<file path="config.mk">
export PLATFORM = sky130hd
export DESIGN_NAME = ddr_ctrl_ahb_snoop
export DESIGN_NICKNAME = d
export VERILOG_FILES = /design/src/rtl/ddr_ctrl_ahb_snoop.sv
export SDC_FILE = /design/constraint.sdc
export NUM_CORES = 1
export LEC_CHECK = 0
export CORE_MARGIN = 3
export CORE_UTILIZATION = 30
export DETAILED_ROUTE_END_ITERATION = 16
export PLACE_DENSITY_LB_ADDON = 0.08
export SYNTH_ARGS = -nofsm -noshare
export SYNTH_HDL_FRONTEND = slang
export SYNTH_SLANG_ARGS = --single-unit
</file>
<file path="constraint.sdc">
create_clock -name i_hclk -period 4.6 [get_ports i_hclk]
set_clock_uncertainty 0.15 [all_clocks]
set_input_delay 1.15 -clock i_hclk [delete_from_list [all_inputs] [get_ports i_hclk]]
set_output_delay 1.15 -clock i_hclk [all_outputs]
set_load 0.01 [all_outputs]
</file>
<file path="src/rtl/ddr_ctrl_ahb_snoop.sv">
// rtl/ddr_ctrl_ahb_snoop.sv - passive AHB-lite snoop FIFO with masked address pattern counter
module ddr_ctrl_ahb_snoop #(
    parameter int AWIDTH = 32,
    parameter int DWIDTH = 32,
    parameter int DEPTH  = 4,
    parameter int CWIDTH = 16
) (
    input  logic                       i_hclk,
    input  logic                       i_hreset,
    input  logic [AWIDTH-1:0]          i_haddr,
    input  logic                       i_hwrite,
    input  logic                       i_hsel,
    input  logic [1:0]                 i_htrans,
    input  logic                       i_hready,
    input  logic [DWIDTH-1:0]          i_hwdata,
    input  logic [DWIDTH-1:0]          i_hrdata,
    input  logic                       i_snoop_en,
    input  logic [1:0]                 i_snoop_mode,
    input  logic                       i_snoop_pop,
    input  logic                       i_snoop_clr,
    input  logic                       i_pat_en,
    input  logic [AWIDTH-1:0]          i_pat_addr,
    input  logic [AWIDTH-1:0]          i_pat_mask,
    output logic [$clog2(DEPTH+1)-1:0] o_sta_count,
    output logic                       o_sta_empty,
    output logic                       o_sta_full,
    output logic                       o_sta_overflow,
    output logic [AWIDTH-1:0]          o_data_addr,
    output logic [DWIDTH-1:0]          o_data_data,
    output logic                       o_data_write,
    output logic                       o_pat_match,
    output logic [CWIDTH-1:0]          o_pat_count
);
    localparam int PW   = $clog2(DEPTH);
    localparam int CNTW = $clog2(DEPTH+1);

    logic [AWIDTH-1:0] mem_addr_q [DEPTH];
    logic [AWIDTH-1:0] mem_addr_d [DEPTH];
    logic [DWIDTH-1:0] mem_data_q [DEPTH];
    logic [DWIDTH-1:0] mem_data_d [DEPTH];
    logic              mem_wr_q   [DEPTH];
    logic              mem_wr_d   [DEPTH];
    logic [PW-1:0]     wr_ptr_q, wr_ptr_d, rd_ptr_q, rd_ptr_d;
    logic [CNTW-1:0]   count_q, count_d;
    logic              ovf_q, ovf_d;
    logic              pend_v_q, pend_v_d;
    logic [AWIDTH-1:0] pend_addr_q, pend_addr_d;
    logic              pend_wr_q, pend_wr_d;
    logic              pat_match_q, pat_match_d;
    logic [CWIDTH-1:0] pat_cnt_q, pat_cnt_d;

    logic              mode_ok, addr_acc, complete, is_full, is_empty;
    logic              do_pop, do_push, pat_hit;
    logic [DWIDTH-1:0] cap_data;
    // Only htrans[1] distinguishes NONSEQ/SEQ from IDLE/BUSY.
    logic              unused_htrans0;

    assign unused_htrans0 = i_htrans[0];

    // Bus qualification, completion detection and FIFO handshake decisions.
    always_comb begin
        mode_ok  = (i_snoop_mode == 2'b01) ? i_hwrite :
                   (i_snoop_mode == 2'b10) ? ~i_hwrite : 1'b1;
        addr_acc = i_snoop_en & i_hsel & i_htrans[1] & i_hready & mode_ok;
        complete = pend_v_q & i_hready;
        cap_data = pend_wr_q ? i_hwdata : i_hrdata;
        is_full  = (count_q == CNTW'(DEPTH));
        is_empty = (count_q == '0);
        do_pop   = i_snoop_pop & ~is_empty;
        // A full FIFO still accepts a push when the head leaves in the same cycle.
        do_push  = complete & (~is_full | do_pop);
        pat_hit  = complete & i_pat_en & (((pend_addr_q ^ i_pat_addr) & i_pat_mask) == '0);
    end

    // Next-state for pending transfer, FIFO storage/pointers and status.
    always_comb begin
        mem_addr_d  = mem_addr_q;
        mem_data_d  = mem_data_q;
        mem_wr_d    = mem_wr_q;
        wr_ptr_d    = wr_ptr_q;
        rd_ptr_d    = rd_ptr_q;
        count_d     = count_q;
        ovf_d       = ovf_q;
        pend_v_d    = pend_v_q;
        pend_addr_d = pend_addr_q;
        pend_wr_d   = pend_wr_q;
        pat_match_d = pat_match_q;
        pat_cnt_d   = pat_cnt_q;
        if (i_snoop_clr) begin
            wr_ptr_d    = '0;
            rd_ptr_d    = '0;
            count_d     = '0;
            ovf_d       = 1'b0;
            pend_v_d    = 1'b0;
            pat_match_d = 1'b0;
            pat_cnt_d   = '0;
        end else begin
            if (addr_acc) begin
                pend_v_d    = 1'b1;
                pend_addr_d = i_haddr;
                pend_wr_d   = i_hwrite;
            end else if (complete) begin
                pend_v_d = 1'b0;
            end
            if (do_push) begin
                mem_addr_d[wr_ptr_q] = pend_addr_q;
                mem_data_d[wr_ptr_q] = cap_data;
                mem_wr_d[wr_ptr_q]   = pend_wr_q;
                wr_ptr_d             = wr_ptr_q + 1'b1;
            end
            if (complete & ~do_push) begin
                ovf_d = 1'b1;
            end
            if (do_pop) begin
                rd_ptr_d = rd_ptr_q + 1'b1;
            end
            count_d = count_q + CNTW'(do_push) - CNTW'(do_pop);
            if (pat_hit) begin
                pat_match_d = 1'b1;
                if (pat_cnt_q != '1) begin
                    pat_cnt_d = pat_cnt_q + 1'b1;
                end
            end
        end
    end

    // State registers with synchronous active-high reset.
    always_ff @(posedge i_hclk) begin
        if (i_hreset) begin
            for (int i = 0; i < DEPTH; i++) begin
                mem_addr_q[i] <= '0;
                mem_data_q[i] <= '0;
                mem_wr_q[i]   <= 1'b0;
            end
            wr_ptr_q    <= '0;
            rd_ptr_q    <= '0;
            count_q     <= '0;
            ovf_q       <= 1'b0;
            pend_v_q    <= 1'b0;
            pend_addr_q <= '0;
            pend_wr_q   <= 1'b0;
            pat_match_q <= 1'b0;
            pat_cnt_q   <= '0;
        end else begin
            mem_addr_q  <= mem_addr_d;
            mem_data_q  <= mem_data_d;
            mem_wr_q    <= mem_wr_d;
            wr_ptr_q    <= wr_ptr_d;
            rd_ptr_q    <= rd_ptr_d;
            count_q     <= count_d;
            ovf_q       <= ovf_d;
            pend_v_q    <= pend_v_d;
            pend_addr_q <= pend_addr_d;
            pend_wr_q   <= pend_wr_d;
            pat_match_q <= pat_match_d;
            pat_cnt_q   <= pat_cnt_d;
        end
    end

    // Status and head view straight from registers.
    always_comb begin
        o_sta_count    = count_q;
        o_sta_empty    = is_empty;
        o_sta_full     = is_full;
        o_sta_overflow = ovf_q;
        o_data_addr    = mem_addr_q[rd_ptr_q];
        o_data_data    = mem_data_q[rd_ptr_q];
        o_data_write   = mem_wr_q[rd_ptr_q];
        o_pat_match    = pat_match_q;
        o_pat_count    = pat_cnt_q;
    end
endmodule

</file>
==> impl_metrics.tcl <==
set metrics [dict create \
    die_area_mm2 0.0479 \
    synth_cell_type_count 45 \
    clock-sinks 319 \
    synth-edff-count 0 \
    hold_viol 0 \
    layout.cells.non_filler 2280 \
    cts_made_buffers 38 \
    cts-resized-gates 0 \
    min_period_over_period_pct 85.8 \
    initial_core_util_pct 30.5 \
    max_stage_delay_ns 0.60 \
    fmax_ghz 0.253 \
    r2r_slack_ns 1.82 \
    path_class "flip-flop to primary output" \
    powerDensity_mw_per_mm2 337 \
    p_int_uw 4760 \
    synthArstFlopShare_pct 0 \
    drt-total-wl_um 41400 \
    synth-seq-cells 319 \
    grt_pass1_wl_um 63600 \
    grt_pass1_vias 10700 \
    synth_top_area_share_pct 47.0 \
    cp_slowest_cell "dfxtp_4" \
    synthCells 1450 \
    io_pins 261 \
    power_uw 6070 \
    layout-drive-gt1-share_pct 9.85 \
    p_comb_share_pct 4.8 \
    syn-cell-area_mm2 0.0136 \
    slew_viol_final 0 \
    tns_ns 0 \
    hold_class "flip-flop to flip-flop" \
    postCtsHoldBufs 0 \
    clock_tree.root_cell "clkbuf_16" \
    yosysWarningCount 0 \
    cts_max_path_buffers 3 \
    cp_max_fo 35 \
    area_growth_pct 32.6 \
    synth_flop_cell "dfxtp_1" \
    hold_slack_ns 0.301 \
    start_kind "flip-flop" \
    drc 0 \
    drt_iter0_drc 549 \
    netlist_top_cells_area "dfxtp_1 47%, mux4_2 11%, nand2_1 8.1%" \
    cp-end-kind "primary output" \
    dpl.hpwl_um 26500 \
    tritoncts "yes" \
    core_mm2 0.0445 \
    cap_violations 0 \
    port_buffers 259 \
    syn_area_per_cell_um2 9.37 \
    leakage_uw 0.00568 \
    grt_start_max_net_pins 159 \
    synth_area_leader_cell "dfxtp_1" \
    syn_nets 1631 \
    fillers 4461 \
    antenna_left 0 \
    antenna_found_initial 2 \
    period_needed_ns 3.94 \
    status "completed" \
    yosys.cell_count.top_type "dfxtp_1" \
    die_y_um 219 \
    htree_levels 2 \
    drtPass1Iterations 5 \
    clkTransAtPathRegs_ns 0.06 \
    post_drt_wl_per_cell_um 18.2 \
    drt-vias-per-instance 4.89 \
    yosysSeqAreaShare_pct 47.0 \
    place_inst 2211 \
    post_cts_buffers 0 \
    num_rows 77 \
    vias 11100 \
    setup_viol 0 \
    path_cells "buf_12, mux4_2, clkdlybuf4s50_1" \
    cp_data_required_time_ns 3.30 \
    gp_congestion 0.733 \
    vdd_drop_max_v 0.000193 \
    critical_path_arrival_ns 2.64 \
    die_w_um 219 \
    tightest_slew_ns 1.09 \
    clkPwrFrac_pct 49.5 \
    ys_top_cells_by_count "319 x dfxtp_1, 292 x nand2_1, 173 x nor2_1" \
    gr-total-overflow 0 \
    rsz0062_at_grt "false" \
    clock_latency_ns 0.54 \
    switchingPower_uw 1310 \
    grt_use_total_pct 17.0 \
    seqPwrFrac_pct 45.7 \
    sw_frac_of_total_pct 21.6 \
    final_nets 1840 \
    relSlewSlack_pct 27.6 \
]
==> logic make-up (layout without fill, tap and decap cells) <==
kind of cell / after synthesis / in the layout / share of synthesized area [%]
xor gates and xnor gates: 37 / 37 / 2.39
other: 0 / 2 / 0
buffers and inverters: 129 / 365 / 4.15
and+or+nand+nor: 524 / 524 / 15.7
muxes: 139 / 139 / 16.2
adders and majority gates: 8 / 8 / 0.792
AOI/OAI and AO/OA: 294 / 294 / 13.8
DFF: 319 / 319 / 47.0
==> power groups by stage <==
stage / logic [uW] / clock network, uW / registers [uW]
floorplan: 101 / 0 / 2830
global placement: 293 / 0 / 2840
detailed placement: 293 / 0 / 2840
CTS: 295 / 3120 / 2770
global route: 313 / 3230 / 2770
finish: 290 / 3000 / 2770
==> layout by cell type, fill, tap and decap left out, types with 5 or more instances in the layout <==
cell type        Yosys  routed
a211oi_1           128     128
nor3_1               6       6
a21oi_1            140     140
nor2_1             173     172
inv_1               12      12
clkbuf_1            57      10
mux4_2              65      65
clkinv_2             0       5
xor2_1              33      33
mux2i_1             74      74
nor4_1               7       7
nand3_1              7       7
ha_1                 7       7
a22oi_1             10      10
clkbuf_16            0      41
nand2_1            292     292
buf_12               0      10
clkdlybuf4s50_1      0     258
clkbuf_8             0       9
or3_1               12      12
buf_4                4      17
dfxtp_1            319     316
==> through the flow <==
step,cell area [um2],setup slack (ns),utilization (%)
after floorplan,13600,1.65,-
after global placement,16800,0.731,37.7
after detailed placement,16800,0.712,37.7
after CTS,18000,0.559,40.5
after global routing,18000,0.521,40.5
final,18000,0.655,40.5
==> state kept, by name, summed over array words and instances, names as in the netlist <==
register and flops:
o_pat_match 1, o_sta_overflow 1, o_sta_count 3, wr_ptr_q 2, o_pat_count 16, mem_addr_q 128, mem_wr_q 4, rd_ptr_q 2
pend_v_q 1, pend_addr_q 32, mem_data_q 128, pend_wr_q 1
==> cell type report <==
type | instances | area (um2) | share of cell area, %
Multi-Input combinational cell | 1002 | 6650 | 36.9
Sequential cell | 319 | 6390 | 35.5
Timing Repair Buffer | 286 | 2930 | 16.2
Clock buffer | 60 | 1190 | 6.59
Tap cell | 592 | 741 | 4.11
Clock inverter | 7 | 63.8 | 0.354
Inverter | 12 | 45.0 | 0.250
Antenna cell | 2 | 5.00 | 0.0278
==> routing by layer <==
layer	vias up	routed length, um	global-route usage (%)
li1	5527	-	-
met1	5282	18400	22.5
met2	281	19500	27.9
met3	52	2600	3.97
met4	0	910	4.56
met5	-	0	0
==> critical path: cells and delay by family (launching register included) <==
family	cells	cell delay [ns]
buf+inv	2	0.92
flops	1	0.60
mux	1	0.54
==> worst paths after layout <==
path                                    start                          end  cells past startpoint
setup / recovery     rd_ptr_q[0]$_SDFFE_PP0P_              o_data_data[29]                      3
hold / removal    mem_addr_q[24]$_SDFFE_PP0P_  mem_addr_q[24]$_SDFFE_PP0P_                      2
setup reg to reg  pend_addr_q[7]$_SDFFE_PP0P_  o_pat_count[5]$_SDFFE_PP0P_                      6
hold reg to reg   mem_addr_q[24]$_SDFFE_PP0P_  mem_addr_q[24]$_SDFFE_PP0P_                      2
(Power assumes the default switching activity.)
==> edit 1 (same flow settings) <==
Set the parameter `DEPTH` to 8 (it was 4).
--- a/src/rtl/ddr_ctrl_ahb_snoop.sv
+++ b/src/rtl/ddr_ctrl_ahb_snoop.sv
@@ -2,7 +2,7 @@
 module ddr_ctrl_ahb_snoop #(
     parameter int AWIDTH = 32,
     parameter int DWIDTH = 32,
-    parameter int DEPTH  = 4,
+    parameter int DEPTH  = 8,
     parameter int CWIDTH = 16
 ) (
     input  logic                       i_hclk,
Interface: changed (resized o_sta_count); port bits go from 261 to 262. No check against the original RTL was run, so the function may have changed too.
==> edit 1 against the original RTL <==
- wire length up 96%
- combinational power rose to 2.7 times the old value
- sequential cell count up 263
- critical endpoint is now o_data_addr[24]
- maximum frequency down 7.9%
- critical path type unchanged
- area after synthesis up 84%
- total power up 86%
- worst setup slack worse by 0.34 ns
- final area up 71%
==> edit 1: results (changes against the original RTL) <==
[final_layout]
final_layout_size_suffix_gt1_share_pct = 13.4  ; was 9.85%
reg.largest.list = mem_addr_q (256), mem_data_q (256), pend_addr_q (32)  ; was mem_addr_q (128), mem_data_q (128), pend_addr_q (32)
nets = 2981  ; was 1840
nFillCells = 8166  ; was 4461

[grt]
grtUsageTotal_pct = 18.5  ; was 17.0%
grt_max_degree = 209  ; was 159
grt_pass1_wl_um = 123000  ; was 63600 um
use_met3_pct = 3.16  ; was 3.97%
antenna_found_initial = 0  ; was 2
first_global_vias = 19727  ; was 10687
use_met1_pct = 23.7  ; was 22.5%
grt_util_met2_pct = 31.8  ; was 27.9%

[detailed_routing]
totalWireLength_um = 81000  ; was 41400 um
first_pass_iters = 5  ; unchanged
vias_per_cell = 5.05  ; was 4.89
drt_iter0_drc = 1113  ; was 549

[worst_setup_path]
crit_required_ns = 3.30  ; about the same
setup.worst_path.start = rd_ptr_q[0]  ; unchanged
worstPathMaxFanout = 15  ; was 35
timing.rr.start = o_sta_count[2]  ; was pend_addr_q[7]
ff2ff_setup_slack_ns = 1.72  ; was 1.82 ns
r2r_end = mem_addr_q[250]  ; was o_pat_count[5]
worstRegToRegCells = 9  ; was 6
arrival_ns = 2.98  ; was 2.64 ns

[pwr]
p_leak_nw = 9.64  ; was 5.68 nW
peakVddDrop_uv = 291  ; was 193 uV
totalPowerFinal_mw = 11.3  ; was 6.07 mW

[logic_synthesis]
ys_top_cells_by_count = 582 x dfxtp_1, 550 x nand2_1, 315 x nor2_1  ; was 319 x dfxtp_1, 292 x nand2_1, 173 x nor2_1
yosysWarnings = 0  ; unchanged
synth_area_leaders = dfxtp_1 47%, mux4_2 12%, nand2_1 8.3%  ; was dfxtp_1 47%, mux4_2 11%, nand2_1 8.1%
async_flop_share_pct = 0  ; unchanged
synth.distinct_cells = 43  ; was 45
seq_area_frac_synth_pct = 46.7  ; was 47.0%
syn-num-nets = 2852  ; was 1631

[status]
outcome = finished, final reports clean  ; unchanged

[placed_design]
hpwl_um = 48000  ; was 26500 um
gp_congestion = 0.741  ; was 0.733
io_buffer_count = 260  ; was 259
placed_cell_area_um2 = 28500  ; was 16800 um2

[min_path]
min_to = mem_addr_q[186]  ; was mem_addr_q[24]
min_from = mem_addr_q[186]  ; was mem_addr_q[24]

[clock_network]
h-tree-depth = 3  ; was 2
worstSkewPairLatency_ns = 0.62  ; was 0.54 ns
cts-resized-gates = 0  ; unchanged
clkTransAtPathRegs_ns = 0.06  ; about the same
clock-root-buffer = clkbuf_16  ; unchanged
cts_buffers = 70  ; was 38
cts_hold_buf = 0  ; unchanged

[sta]
setup_viol = 0  ; unchanged
slew-limit-headroom_pct = 33.4  ; was 27.6%

edit 1: changes by cell type in the layout (fill, tap and decap cells not counted), moves of 29 or more:
| cell | before | now |
|---|---|---|
| a211oi_1 | 128 | 256 |
| a21oi_1 | 140 | 276 |
| clkbuf_16 | 41 | 70 |
| dfxtp_1 | 316 | 578 |
| mux2_2 | 0 | 65 |
| mux4_2 | 65 | 130 |
| nand2_1 | 292 | 550 |
| nor2_1 | 172 | 311 |
edit 1: critical path, cell delays in order, from the launching register on:
cell,delay [ns]
dfxtp_4,0.63
buf_4,0.36
mux4_2,0.54
mux2_2,0.32
clkdlybuf4s50_1,0.50
edit 1: routing by layer:
layer | share of wire [%] | routed length (um)
met1 | 43 | 35100
met2 | 49 | 40000
met3 | 4.8 | 3870
met4 | 2.6 | 2110
met5 | 0 | 0
edit 1: power by group:
part	switching [mW]	internal (mW)	total, mW
Combinational	0.404	0.388	0.792
Sequential	0.0411	5.06	5.10
Clock	2.24	3.18	5.42
Total	2.68	8.63	11.3
edit 1: worst max-delay path by stage:
| stage | cells past startpoint | end |
|---|---|---|
| 6_report | 4 | o_data_addr[24] |
| 4_1_cts | 4 | o_data_addr[24] |
| 2_1_floorplan | 5 | o_data_addr[0] |
| 5_1_grt | 4 | o_data_data[11] |
| 3_5_place_dp | 7 | mem_addr_q[139] |
| 3_3_place_gp | 7 | mem_addr_q[144] |
edit 1: logic make-up after synthesis:
| kind of cell | count (synthesis) | share of synthesized area (%) |
|---|---|---|
| and+or+nand+nor | 937 | 15.0 |
| DFF | 582 | 46.7 |
| AOI/OAI and AO/OA | 560 | 14.2 |
| buffers and inverters | 272 | 4.57 |
| muxes | 270 | 17.7 |
| xor gates and xnor gates | 38 | 1.33 |
| adders and majority gates | 10 | 0.532 |
edit 1: area by class of cell:
class / instances / share of cell area, %
Clock inverter: 22 / 0.772
Clock buffer: 100 / 6.54
Sequential cell: 582 / 37.9
Antenna cell: 1 / 0.00812
Tap cell: 1070 / 4.35
Inverter: 15 / 0.183
Timing Repair Buffer: 314 / 10.7
Multi-Input combinational cell: 1815 / 39.6
edit 1: stage by stage:
stage                     hold slack [ns]  setup WS (ns)  instances  util (%)
after detailed placement            0.293          0.675       3796      34.7
after global placement              0.288          0.678       3796      34.7
after global routing                0.314          0.205       3918      37.5
final                               0.301          0.317       3919      37.5
after CTS                           0.301          0.241       3918      37.5
after floorplan                     0.283           1.34       2669         -
==> edit 2 (same settings) <==
Made on the original files. Register the output `o_pat_count`, with the module's reset; this adds one clock of latency there. The other outputs are not delayed to match.
--- a/src/rtl/ddr_ctrl_ahb_snoop.sv
+++ b/src/rtl/ddr_ctrl_ahb_snoop.sv
@@ -33,6 +33,8 @@
 );
     localparam int PW   = $clog2(DEPTH);
     localparam int CNTW = $clog2(DEPTH+1);
+
+    logic [CWIDTH-1:0] o_pat_count_d;
 
     logic [AWIDTH-1:0] mem_addr_q [DEPTH];
     logic [AWIDTH-1:0] mem_addr_d [DEPTH];
@@ -167,7 +169,15 @@
         o_data_data    = mem_data_q[rd_ptr_q];
         o_data_write   = mem_wr_q[rd_ptr_q];
         o_pat_match    = pat_match_q;
-        o_pat_count    = pat_cnt_q;
+        o_pat_count_d  = pat_cnt_q;
     end
+    always_ff @(posedge i_hclk) begin
+        if (i_hreset) begin
+            o_pat_count <= '0;
+        end else begin
+            o_pat_count <= o_pat_count_d;
+        end
+    end
+
 endmodule
 
Behaviour: not the same (Yosys sat finds a counterexample within 4 cycles, from zero or initial values and one cycle with i_hreset high).
==> edit 2 against the original RTL <==
- worst setup slack worse by 0.055 ns
- critical path type unchanged
- sequential cell count up 16
- combinational power up 2%
- hold slack about the same
- area after synthesis up 3.2%
- total power up 4.0%
- wire length up 3.8%
- largest cell class unchanged
- final area up 3.0%
==> edit 2: results (changes against the original RTL) <==
[grt]
grt_util_met2_pct = 28.8  ; was 27.9%
grt_max_degree = 161  ; was 159
first_global_vias = 11340  ; was 10687
antenna_found_initial = 1  ; was 2
grtUsageTotal_pct = 17.1  ; was 17.0%
use_met1_pct = 21.7  ; was 22.5%
grt_pass1_wl_um = 66700  ; was 63600 um

[detailed_routing]
met1Wirelength_um = 19000  ; was 18400 um
wl_per_cell_um = 18.5  ; was 18.2 um
wl_met3_um = 2410  ; was 2600 um
drt_iter0_drc = 546  ; was 549
vias_per_cell = 4.85  ; was 4.89
met2_length_um = 20300  ; was 19500 um
totalWireLength_um = 43000  ; was 41400 um
top_layer = met5  ; was met4

[worst_setup_path]
crit_path_max_incr_delay_ns = 0.85  ; was 0.60 ns
arrival_ns = 2.70  ; was 2.64 ns
crit_family = flip-flops  ; was buffers and inverters

[logic_synthesis]
synth_compound_area_share_pct = 13.3  ; was 13.8%
synthMuxAreaShare_pct = 15.7  ; was 16.2%
ys_top_cells_by_count = 335 x dfxtp_1, 292 x nand2_1, 175 x nor2_1  ; was 319 x dfxtp_1, 292 x nand2_1, 173 x nor2_1
avgSynthCellArea_um2 = 9.46  ; was 9.37 um2
seq_area_frac_synth_pct = 47.8  ; was 47.0%
synthAdderAreaFrac_pct = 0.767  ; was 0.792%
synth_area_leaders = dfxtp_1 48%, mux4_2 10%, nand2_1 7.8%  ; was dfxtp_1 47%, mux4_2 11%, nand2_1 8.1%
synth.distinct_cells = 50  ; was 45
syn-num-nets = 1664  ; was 1631

[final_layout]
nets = 1878  ; was 1840
antennaDiodeCount = 0  ; was 2
final_layout_size_suffix_gt1_share_pct = 10.5  ; was 9.85%

[placed_design]
dp.cells = 2254  ; was 2211
placed_cell_area_um2 = 17300  ; was 16800 um2
hpwl_um = 27600  ; was 26500 um
gp_congestion = 0.713  ; was 0.733
pre_cts_ws_ns = 0.757  ; was 0.712 ns

[pwr]
powerClk_mw = 3.10  ; was 3.00 mW
sw_frac_of_total_pct = 22.0  ; was 21.6%
peakVddDrop_uv = 191  ; was 193 uV

[sta]
tightest_slew_ns = 0.827  ; was 1.09 ns

[clock_network]
cts_buffers = 41  ; was 38

[status]
outcome = finished, final reports clean  ; unchanged

-- edit 2: cell types whose count changed after synthesis, moves of 2 or more --
cell and delta:
o21ai_1 +2, nor2b_1 +13, o21ai_0 -2, clkbuf_1 +9, nor4_2 +5, nor2_1 +2
buf_4 -3, nor4_1 -5, dfxtp_1 +16, buf_2 -4
-- edit 2: layout make-up --
class	count	area (um2)
Clock buffer	61	1230
Clock inverter	11	61.3
Fill cell	4506	27200
Inverter	12	45.0
Multi-Input combinational cell	1018	6780
Sequential cell	335	6720
Tap cell	600	751
Timing Repair Buffer	289	2960
-- edit 2: path summary, 6_finish.rpt --
| kind | startpoint | end | cells past startpoint | slack (ns) |
|---|---|---|---|---|
| worst max-delay path | rd_ptr_q[1] | o_data_addr[22] | 3 | 0.60 |
| worst min-delay path | mem_addr_q[69] | mem_addr_q[69] | 2 | 0.30 |
| worst max register to register | pend_addr_q[7] | o_pat_count_d[14] | 6 | 1.89 |
| worst min register to register | mem_addr_q[69] | mem_addr_q[69] | 2 | 0.30 |
